File: src/rtl/avmm_mailbox_master.sv
// Avalon-MM initiator for the SoC's 4-word mailbox window.
// Fabric logic queues read/write commands; they are issued in order, one
// strobe per cycle. Read data returns after a fixed latency into a buffered,
// back-pressurable response queue. Reads only issue when a response slot is
// guaranteed, so the response queue can never overflow.
module avmm_mailbox_master #(
    parameter int ADDR_W       = 2,
    parameter int DATA_W       = 32,
    parameter int READ_LATENCY = 1,
    parameter int CMD_DEPTH    = 4,
    parameter int RSP_DEPTH    = 4
) (
    input  logic              clk_clk,
    input  logic              reset_reset_n,

    input  logic              cmd_valid,
    output logic              cmd_ready,
    input  logic              cmd_write,
    input  logic [ADDR_W-1:0] cmd_address,
    input  logic [DATA_W-1:0] cmd_writedata,

    output logic              rsp_valid,
    input  logic              rsp_ready,
    output logic [DATA_W-1:0] rsp_readdata,
    output logic [ADDR_W-1:0] rsp_address,

    output logic              busy,

    output logic              m_read,
    output logic              m_write,
    output logic [ADDR_W-1:0] m_address,
    output logic [DATA_W-1:0] m_writedata,
    input  logic [DATA_W-1:0] m_readdata
);

    localparam int CMD_PW = $clog2(CMD_DEPTH);
    localparam int CMD_CW = $clog2(CMD_DEPTH + 1);
    localparam int RSP_PW = $clog2(RSP_DEPTH);
    localparam int RSP_CW = $clog2(RSP_DEPTH + 1);

    // ------------------------------------------------------------------
    // Command queue storage and bookkeeping
    // ------------------------------------------------------------------
    logic              r_cmdWriteMem [CMD_DEPTH];
    logic [ADDR_W-1:0] r_cmdAddrMem  [CMD_DEPTH];
    logic [DATA_W-1:0] r_cmdDataMem  [CMD_DEPTH];
    logic [CMD_PW-1:0] r_cmdWrPtr;
    logic [CMD_PW-1:0] r_cmdRdPtr;
    logic [CMD_CW-1:0] r_cmdCount;

    logic              w_cmdReady;
    logic              w_cmdPush;
    logic              w_cmdPop;
    logic              w_cmdEmpty;

    // Head of the queue; falls through to the incoming command when empty
    logic              w_headValid;
    logic              w_headWrite;
    logic [ADDR_W-1:0] w_headAddr;
    logic [DATA_W-1:0] w_headData;

    // ------------------------------------------------------------------
    // Issue stage, read tag pipeline, credit
    // ------------------------------------------------------------------
    logic              r_mRead;
    logic              r_mWrite;
    logic [ADDR_W-1:0] r_mAddress;
    logic [DATA_W-1:0] r_mWritedata;

    logic              r_tagValid [READ_LATENCY];
    logic [ADDR_W-1:0] r_tagAddr  [READ_LATENCY];

    logic [RSP_CW-1:0] r_readsInFlight;
    logic [RSP_CW:0]   w_rspUsed;
    logic              w_creditOk;
    logic              w_issueRead;
    logic              w_issueWrite;

    // ------------------------------------------------------------------
    // Response queue
    // ------------------------------------------------------------------
    logic [DATA_W-1:0] r_rspDataMem [RSP_DEPTH];
    logic [ADDR_W-1:0] r_rspAddrMem [RSP_DEPTH];
    logic [RSP_PW-1:0] r_rspWrPtr;
    logic [RSP_PW-1:0] r_rspRdPtr;
    logic [RSP_CW-1:0] r_rspCount;

    logic              w_rspValid;
    logic              w_rspPush;
    logic              w_rspPop;
    logic [ADDR_W-1:0] w_rspPushAddr;

    // Ready comes only from the registered count, so a full queue never
    // accepts in the same cycle that it pops.
    assign w_cmdReady = (r_cmdCount < CMD_CW'(CMD_DEPTH));
    assign w_cmdPush  = cmd_valid && w_cmdReady;
    assign w_cmdEmpty = (r_cmdCount == '0);
    assign w_cmdPop   = w_issueRead || w_issueWrite;

    // Select the oldest command: stored head, or the incoming one when empty
    always_comb begin
        w_headValid = 1'b0;
        w_headWrite = 1'b0;
        w_headAddr  = '0;
        w_headData  = '0;
        if (!w_cmdEmpty) begin
            w_headValid = 1'b1;
            w_headWrite = r_cmdWriteMem[r_cmdRdPtr];
            w_headAddr  = r_cmdAddrMem[r_cmdRdPtr];
            w_headData  = r_cmdDataMem[r_cmdRdPtr];
        end else if (cmd_valid) begin
            w_headValid = 1'b1;
            w_headWrite = cmd_write;
            w_headAddr  = cmd_address;
            w_headData  = cmd_writedata;
        end
    end

    // Space is reserved for every read from pop until its data lands
    assign w_rspUsed    = {1'b0, r_rspCount} + {1'b0, r_readsInFlight};
    assign w_creditOk   = (w_rspUsed < (RSP_CW + 1)'(RSP_DEPTH));
    assign w_issueWrite = w_headValid && w_headWrite;
    assign w_issueRead  = w_headValid && !w_headWrite && w_creditOk;

    // Command storage written on every accepted command
    always_ff @(posedge clk_clk) begin
        if (w_cmdPush) begin
            r_cmdWriteMem[r_cmdWrPtr] <= cmd_write;
            r_cmdAddrMem[r_cmdWrPtr]  <= cmd_address;
            r_cmdDataMem[r_cmdWrPtr]  <= cmd_writedata;
        end
    end

    // Command pointers and occupancy; a fall-through push+pop leaves count at 0
    always_ff @(posedge clk_clk or negedge reset_reset_n) begin
        if (!reset_reset_n) begin
            r_cmdWrPtr <= '0;
            r_cmdRdPtr <= '0;
            r_cmdCount <= '0;
        end else begin
            if (w_cmdPush) begin
                r_cmdWrPtr <= r_cmdWrPtr + CMD_PW'(1);
            end
            if (w_cmdPop) begin
                r_cmdRdPtr <= r_cmdRdPtr + CMD_PW'(1);
            end
            case ({w_cmdPush, w_cmdPop})
                2'b10:   r_cmdCount <= r_cmdCount + CMD_CW'(1);
                2'b01:   r_cmdCount <= r_cmdCount - CMD_CW'(1);
                default: r_cmdCount <= r_cmdCount;
            endcase
        end
    end

    // Registered bus strobes; address/data hold when nothing is issued
    always_ff @(posedge clk_clk or negedge reset_reset_n) begin
        if (!reset_reset_n) begin
            r_mRead      <= 1'b0;
            r_mWrite     <= 1'b0;
            r_mAddress   <= '0;
            r_mWritedata <= '0;
        end else begin
            r_mRead  <= w_issueRead;
            r_mWrite <= w_issueWrite;
            if (w_cmdPop) begin
                r_mAddress <= w_headAddr;
            end
            if (w_issueWrite) begin
                r_mWritedata <= w_headData;
            end
        end
    end

    // Tag pipeline marks the cycle in which each read's data is valid
    always_ff @(posedge clk_clk or negedge reset_reset_n) begin
        if (!reset_reset_n) begin
            for (int i = 0; i < READ_LATENCY; i++) begin
                r_tagValid[i] <= 1'b0;
                r_tagAddr[i]  <= '0;
            end
        end else begin
            r_tagValid[0] <= r_mRead;
            r_tagAddr[0]  <= r_mAddress;
            for (int i = 1; i < READ_LATENCY; i++) begin
                r_tagValid[i] <= r_tagValid[i-1];
                r_tagAddr[i]  <= r_tagAddr[i-1];
            end
        end
    end

    assign w_rspPush     = r_tagValid[READ_LATENCY-1];
    assign w_rspPushAddr = r_tagAddr[READ_LATENCY-1];

    // Reads counted from pop until their data is written into the response queue
    always_ff @(posedge clk_clk or negedge reset_reset_n) begin
        if (!reset_reset_n) begin
            r_readsInFlight <= '0;
        end else begin
            case ({w_issueRead, w_rspPush})
                2'b10:   r_readsInFlight <= r_readsInFlight + RSP_CW'(1);
                2'b01:   r_readsInFlight <= r_readsInFlight - RSP_CW'(1);
                default: r_readsInFlight <= r_readsInFlight;
            endcase
        end
    end

    assign w_rspValid = (r_rspCount != '0);
    assign w_rspPop   = w_rspValid && rsp_ready;

    // Response storage captures returning read data with its address tag
    always_ff @(posedge clk_clk) begin
        if (w_rspPush) begin
            r_rspDataMem[r_rspWrPtr] <= m_readdata;
            r_rspAddrMem[r_rspWrPtr] <= w_rspPushAddr;
        end
    end

    // Response pointers and occupancy; credit keeps push from ever hitting full
    always_ff @(posedge clk_clk or negedge reset_reset_n) begin
        if (!reset_reset_n) begin
            r_rspWrPtr <= '0;
            r_rspRdPtr <= '0;
            r_rspCount <= '0;
        end else begin
            if (w_rspPush) begin
                r_rspWrPtr <= r_rspWrPtr + RSP_PW'(1);
            end
            if (w_rspPop) begin
                r_rspRdPtr <= r_rspRdPtr + RSP_PW'(1);
            end
            case ({w_rspPush, w_rspPop})
                2'b10:   r_rspCount <= r_rspCount + RSP_CW'(1);
                2'b01:   r_rspCount <= r_rspCount - RSP_CW'(1);
                default: r_rspCount <= r_rspCount;
            endcase
        end
    end

    assign cmd_ready    = w_cmdReady;
    assign rsp_valid    = w_rspValid;
    assign rsp_readdata = w_rspValid ? r_rspDataMem[r_rspRdPtr] : '0;
    assign rsp_address  = w_rspValid ? r_rspAddrMem[r_rspRdPtr] : '0;

    assign m_read       = r_mRead;
    assign m_write      = r_mWrite;
    assign m_address    = r_mAddress;
    assign m_writedata  = r_mWritedata;

    assign busy = !w_cmdEmpty || r_mRead || r_mWrite ||
                  (r_readsInFlight != '0) || w_rspValid;

endmodule
File: config.mk
export PLATFORM = sky130hd
export DESIGN_NAME = avmm_mailbox_master
export DESIGN_NICKNAME = d
export VERILOG_FILES = /design/src/rtl/avmm_mailbox_master.sv
export SDC_FILE = /design/constraint.sdc
export NUM_CORES = 1
export LEC_CHECK = 0
export CAP_MARGIN = 20
export CORE_MARGIN = 2
export CORE_UTILIZATION = 50
export DETAILED_ROUTE_END_ITERATION = 7
export HOLD_SLACK_MARGIN = 0.08
export PLACE_DENSITY_LB_ADDON = 0.08
export SKIP_LAST_GASP = 1
export SLEW_MARGIN = 40
export SYNTH_ARGS = -nofsm -noshare
export SYNTH_HDL_FRONTEND = slang
export SYNTH_SLANG_ARGS = --single-unit
File: constraint.sdc
create_clock -name clk_clk -period 2.99 [get_ports clk_clk]
set_clock_uncertainty 0.1 [all_clocks]
set_input_delay 0.598 -clock clk_clk [delete_from_list [all_inputs] [get_ports clk_clk]]
set_output_delay 0.598 -clock clk_clk [all_outputs]
set_load 0.03 [all_outputs]
==> metrics.yaml, run 1 <==
yosys:
  synth_fp_nets: 785
  post-synth-top-area-cell: "edfxtp_1"
  synth_top_family_by_area: "multiplexers"
  yosys_warnings: 0
  synth.top_cell.area_share: 0.6385
  synthArstFlopShare: 0.1687
  synthFlopType: "edfxtp_1"
  seq_area_frac_synth: 0.7465
  ys_types: 32
  syn_area_sq_mm: 0.01298
  synthAdderAreaFrac: 0.01716
  synth_cells: 698
  synth-xor-area-share: 0.01012
  synth_compound_area_frac: 0.02738
  synth_mux_area_frac: 0.1238
  synthTopCellsByArea: "edfxtp_1 64%, mux4_2 12%, dfrtp_1 11%, and2_1 2.1%, and3_1 1.5%"
  avgSynthCellArea_sq_um: 18.60
  ys_ff_latch: 332
  synth_edf_count: 276
  yosys.area_share.simple: 0.05687
floorplan:
  fp.dieH_um: 165.1
  dieArea_sq_mm: 0.02726
  core-area_sq_mm: 0.02533
  io_pins: 144
  die_w_um: 165.1
  initial_core_util: 0.5125
  rows: 58
setup_path:
  worst-path-stages: 4
  rr_endpoint: "r_cmdCount[2]"
  worstPathCellList: "buf_12 -> mux4_2 -> and2_1 -> dlygate4sd2_1"
  path_max_fanout: 22
  r2r_start: "r_readsInFlight[2]"
  cp-start-kind: "register"
  r2r_setup_slack_ps: 270
  crit_arrival_ps: 2220
  cp.required_ps: 2290
  crit_buf_inv: 2
  critPathCaptureType: "output pin"
  slowest_delay_ps: 520
  worstSetupPathType: "reg -> out"
  critPathTopFamily: "buffers and inverters"
  slowest_stage: "mux4_2"
  rr_worst_depth: 10
power:
  p_clk_frac: 0.251
  p_int_mw: 11.11
  swShare: 0.3360
  net-switching-power_mw: 5.622
  power.share.combinational: 0.374
  p_per_area_mw_per_mm2: 1040
  seqPwrFrac: 0.375
  ir_drop_uv: 586.9
  p_total_mw: 16.73
  p_leak_nw: 5.759
clock_network:
  clockBufferDepth: 3
  cts_tree: "done"
  cts.sinks: 332
  cts_made_buffers: 36
  cts.clk_slew.worst_paths_ps: 60
  htreeDepth: 2
  clk_latency_ps: 510
  cts_setup_buffers: 0
  cts-root-buf: "clkbuf_16"
placed_design:
  place_area_sq_mm: 0.01497
  portBuffers: 143
  routabilityCongestion: 0.7219
  dp.final_hpwl_mm: 15.46
  pre_cts_slack_ps: 78.32
layout:
  fin_util: 0.6350
  design_area_sq_mm: 0.01608
  syn2layout_area_growth_pct: 23.91
  most-common-layout-cells: "276 x edfxtp_1, 106 x clkdlybuf4s50_1, 69 x mux4_2"
  final_common_cell: "edfxtp_1"
  drive_gt1_frac: 0.1922
  layout.nets: 959
sta:
  setup_ws_ps: 76.42
  rsz0062_at_grt: "yes"
  slew_violations: 0
  hold_violations: 0
  slew_headroom: 0.5197
  fin_hold_ws_ps: 290.7
  setup_viol: 0
  fin_crit_sh: 0.9744
  fin_crit_ps: 2914
  worstMarginPinSlew_ps: 720.5
  max_freq_mhz: 343.2
routing:
  route.detailed.drc: 0
  vias: 6707
  ant_nets: 0
  post_drt_via_cell_ratio: 5.448
  wire_per_inst_um: 20.26
  drt-total-wl_mm: 24.95
  dr.pass1.iters: 4
  initialDrtViolationCount: 415
status:
  status: "completed"
grt:
  antenna_found_initial: 1
  grt_usage: 0.1908
  grt_pass1_wl_mm: 39.52
  grt_max_degree: 65
  grt_pass1_vias: 7198
  grt_overflow: 0
worst_hold_path:
  hold_depth: 0
  hp-start: "m_address[0]"
  holdPathEnd: "r_tagAddr[0]"
  worstHoldPathType: "reg -> reg"
job:
  maxCapViolations: 0
==> worst max-delay path by stage <==
stage                  start                  to  slack, ps
2_1_floorplan  r_cmdRdPtr[0]  r_readsInFlight[2]        300
4_1_cts        r_rspRdPtr[0]      rsp_address[1]         40
3_3_place_gp       cmd_valid  r_readsInFlight[2]        120
5_1_grt        r_rspRdPtr[0]      rsp_address[1]         -2
6_report       r_rspRdPtr[0]      rsp_address[1]         80
3_5_place_dp       cmd_valid  r_readsInFlight[1]         80
==> worst reg2reg max path, cell delays in order (launching register included) <==
cell and delay (ps):
dfrtp_1 410, ha_1 300, nor3_1 390, a211oi_2 160, nor3_2 220, ha_1 220, inv_1 60, fa_1 370
xor2_1 150, nor2_1 140, xnor2_1 130
==> routing by layer <==
layer | GRT usage | wire [um] | up-vias
li1 | - | - | 3061
met1 | 0.2515 | 10600 | 3437
met2 | 0.3295 | 12620 | 167
met3 | 0.03521 | 1250 | 42
met4 | 0.05178 | 473 | 0
met5 | 0 | 0 | -
==> repair_timing <==
item / CTS / global route
cloned: 0 / 0
hold buffers: 1 / 0
endpoints found under the setup margin: 35 / 4
resized for setup: 35 / 1
endpoints found under the hold margin: 20 / 0
==> synthesized netlist by cell type, drive strengths merged (2+ instances only) <==
cell type,n
nor3,4
mux2,2
mux2i,3
fa,3
a21oi,32
nand3,4
ha,13
edfxtp,276
xor2,9
nor2,5
mux4,69
clkbuf,25
buf,14
o21ai,35
inv,17
nand2,41
or3,3
dfrtp,56
xnor2,6
a211oi,2
and2,44
and3,32
==> area by class of cell <==
type | count | area [sq um]
diodes | 1 | 2.502
clock buffers | 48 | 987.2
clock inverters | 18 | 148.9
fillers | 1805 | 9244
inverters | 17 | 63.81
multi-input cells | 310 | 3084
flip-flops and latches | 332 | 9694
well taps | 330 | 412.9
repair buffers | 175 | 1689
==> power groups by stage <==
stage / Clock, mW / Sequential (mW) / Combinational (mW)
after floorplan: 0 / 6.72 / 3.87
after CTS: 4.29 / 6.28 / 6.39
after global placement: 0 / 6.31 / 6.49
after global routing: 4.49 / 6.35 / 6.83
final: 4.20 / 6.27 / 6.26
after detailed placement: 0 / 6.37 / 6.61
==> metrics by stage <==
step | TNS (ps) | std cells
2_1_floorplan | 0 | 698
3_3_place_gp | 0 | 1163
3_5_place_dp | 0 | 1163
4_1_cts | 0 | 1230
5_1_grt | -4.171 | 1230
6_report | 0 | 1231
==> cells by family (layout without fill, tap and decap cells) <==
kind of cell	count (synthesis)	after routing
AOI/OAI and AO/OA	69	69
buffers and inverters	56	258
adders and majority gates	16	16
and+or+nand+nor	136	136
muxes	74	74
xor gates and xnor gates	15	15
other	0	1
DFF	332	332
==> sequential cells by signal, summed over array words and instances (netlist names) <==
register and count:
m_address 2, m_read 1, m_write 1, m_writedata 32, r_cmdAddrMem 8, r_cmdCount 3
r_cmdDataMem 128, r_cmdRdPtr 2, r_cmdWrPtr 2, r_cmdWriteMem 4, r_readsInFlight 3, r_rspAddrMem 8
r_rspCount 3, r_rspDataMem 128, r_rspRdPtr 2, r_rspWrPtr 2, r_tagAddr 2, r_tagValid 1
No activity file was read; power rests on OpenSTA's default activity.
==> run 2: changes to the inputs <==
- CORE_UTILIZATION: 50 -> 45
- MAX_ROUTING_LAYER: default -> met4
==> run 2 against run 1 <==
Against the previous run: non-clock buffer count grew 1; count of clock-buffer cells in the layout up 5; combinational power rose by 1%; sequential share of layout area shrank 0.53 points; register-to-register slack worse by 30 ps; first-iteration DRC count shrank 34%; sequential power grew 1%; total power rose by 0.97%; routed wire length rose by 6.4%; worst setup slack worse by 17 ps; highest routed layer unchanged; hold slack gained 7.1 ps; critical path depth unchanged.
==> metrics.yaml, run 2 (synthesis gave the netlist of run 1 again) <==
status:
  status: "completed"
setup_path:
  path_max_fanout: 16  # -27%
  crit_arrival_ps: 2230  # about the same
  critPathCaptureType: "output pin"
  cp-start-kind: "register"
  r2r_setup_slack_ps: 240  # -30 ps
  worstSetupPathType: "reg -> out"
  rr_endpoint: "r_cmdCount[2]"
  cp.required_ps: 2290  # about the same
  rr_worst_depth: 10  # unchanged
  r2r_start: "r_readsInFlight[2]"
power:
  swShare: 0.3355  # -0.0005162
  p_total_mw: 16.89  # +0.97%
  p_per_area_mw_per_mm2: 1041  # about the same
  power.share.combinational: 0.375  # about the same
  seqPwrFrac: 0.375  # about the same
  net-switching-power_mw: 5.667  # +0.81%
  p_clk_frac: 0.250  # about the same
  p_leak_nw: 5.786  # +0.45%
  p_int_mw: 11.22  # +1.0%
  ir_drop_uv: 540.0  # -8.0%
layout:
  fin_util: 0.5685  # -0.06651
  final_cells: 1284  # +4.3%
  syn2layout_area_growth_pct: 25.03
  most-common-layout-cells: "276 x edfxtp_1, 106 x clkdlybuf4s50_1, 69 x mux4_2"
  final_common_cell: "edfxtp_1"
  layout.nets: 960  # +0.10%
  drive_gt1_frac: 0.1915  # -0.0006855
floorplan:
  initial_core_util: 0.4547  # -0.05782
  die_w_um: 173.8  # +5.3%
  rows: 62  # +6.9%
  io_pins: 144  # unchanged
  fp.dieH_um: 173.8  # +5.3%
  dieArea_sq_mm: 0.03022  # +11%
  core-area_sq_mm: 0.02855  # +13%
routing:
  initialDrtViolationCount: 274  # -34%
  vias: 6721  # +0.21%
  dr.pass1.iters: 4  # unchanged
  wire_per_inst_um: 20.66  # +2.0%
  ant_nets: 0  # unchanged
  drt-total-wl_mm: 26.53  # +6.4%
  route.detailed.drc: 0  # unchanged
  post_drt_via_cell_ratio: 5.234  # -3.9%
placed_design:
  routabilityCongestion: 0.7192  # -0.37%
  dp.final_hpwl_mm: 16.12  # +4.3%
  portBuffers: 143  # unchanged
  dp.cells: 1217  # +4.6%
sta:
  hold_violations: 0  # unchanged
  setup_viol: 0  # unchanged
  worstMarginPinSlew_ps: 754.4  # +33.96 ps
  max_freq_mhz: 341.2  # -0.60%
  slew_violations: 0  # unchanged
  slew_headroom: 0.4971  # -0.02264
  fin_crit_ps: 2931  # +17.49 ps
  rsz0062_at_grt: "yes"
  fin_crit_sh: 0.9803  # +0.005850
clock_network:
  cts_made_buffers: 36  # unchanged
  cts_tree: "done"
  clk_latency_ps: 500  # about the same
  clockBufferDepth: 3  # unchanged
  htreeDepth: 2  # unchanged
  cts-root-buf: "clkbuf_16"
  cts.sinks: 332  # unchanged
  cts.clk_slew.worst_paths_ps: 60  # about the same
  cts_setup_buffers: 0  # unchanged
grt:
  grt_max_degree: 65  # unchanged
  grt_overflow: 0  # unchanged
  antenna_found_initial: 2  # +1
  grt_pass1_wl_mm: 42.33  # +7.1%
  grt_pass1_vias: 7379  # +2.5%
  grt_usage: 0.1873  # -0.003554
worst_hold_path:
  hold_depth: 0  # unchanged
  hp-start: "m_address[0]"
  holdPathEnd: "r_tagAddr[0]"
  worstHoldPathType: "reg -> reg"
job:
  maxCapViolations: 0  # unchanged
## run 2: cell count changes in the layout (fill, tap and decap cells not counted), moves of 3 or more
cell      delta
buf_12       +4
buf_4        -3
clkbuf_1     +3
clkinv_1     -4
## run 2: metal layers
| metal | track usage | vias up | routed length [um] |
|---|---|---|---|
| met1 | 0.2252 | 3456 | 11070 |
| met5 | - | - | 0 |
| li1 | - | 3058 | - |
| met4 | 0.04972 | 0 | 485 |
| met3 | 0.03947 | 44 | 1382 |
| met2 | 0.3229 | 163 | 13590 |
## run 2: worst max-delay path by stage
stage,slack [ps],cells past startpoint,startpoint,endpoint
6_report,60,4,r_rspRdPtr[0],rsp_readdata[15]
5_1_grt,-20,4,r_rspRdPtr[0],rsp_address[0]
4_1_cts,-30,4,r_rspRdPtr[0],rsp_readdata[14]
3_5_place_dp,140,11,cmd_write,r_readsInFlight[2]
3_3_place_gp,180,11,cmd_write,r_readsInFlight[2]
2_1_floorplan,300,12,r_cmdRdPtr[0],r_readsInFlight[2]
## run 2: power groups by stage
stage | logic, mW | registers, mW | clock network, mW
finish | 6.34 | 6.33 | 4.23
floorplan | 3.87 | 6.72 | 0
CTS | 6.50 | 6.33 | 4.36
global placement | 6.54 | 6.36 | 0
detailed placement | 6.67 | 6.41 | 0
global route | 6.91 | 6.42 | 4.54
## run 2: worst max-delay path, stage by stage (launching register included)
cell and delay [ps]:
dfrtp_2 460, buf_12 210, mux4_2 520, and2_1 180, dlygate4sd2_1 360
## run 2: final cells by class
| class | instances | area [sq um] |
|---|---|---|
| Fill cell | 2249 | 12320 |
| Sequential cell | 332 | 9697 |
| Multi-Input combinational cell | 310 | 3083 |
| Timing Repair Buffer | 176 | 1767 |
| Clock buffer | 53 | 1026 |
| Tap cell | 384 | 480.5 |
| Clock inverter | 10 | 107.6 |
| Inverter | 17 | 63.81 |
| Antenna cell | 2 | 5.005 |
## run 2: through the flow
| stage | hold WS (ps) | setup TNS, ps | setup WS, ps | instance area, sq um |
|---|---|---|---|---|
| after floorplan | 202.4 | 0 | 301.8 | 12980 |
| after global placement | 293.3 | 0 | 178.2 | 15090 |
| after detailed placement | 297.0 | 0 | 144.7 | 15090 |
| after CTS | 311.1 | -300.2 | -30.64 | 16230 |
| after global routing | 321.9 | -89.16 | -19.77 | 16230 |
| final | 297.7 | 0 | 58.93 | 16230 |
## run 2: repair_timing
| action | in CTS | in global routing |
|---|---|---|
| gates resized for setup | 35 | 2 |
| pin swaps | 0 | 0 |
| gates cloned | 1 | 0 |
| endpoints found under the setup margin | 34 | 16 |
| hold buffers | 1 | 0 |
| endpoints found under the hold margin | 25 | 0 |
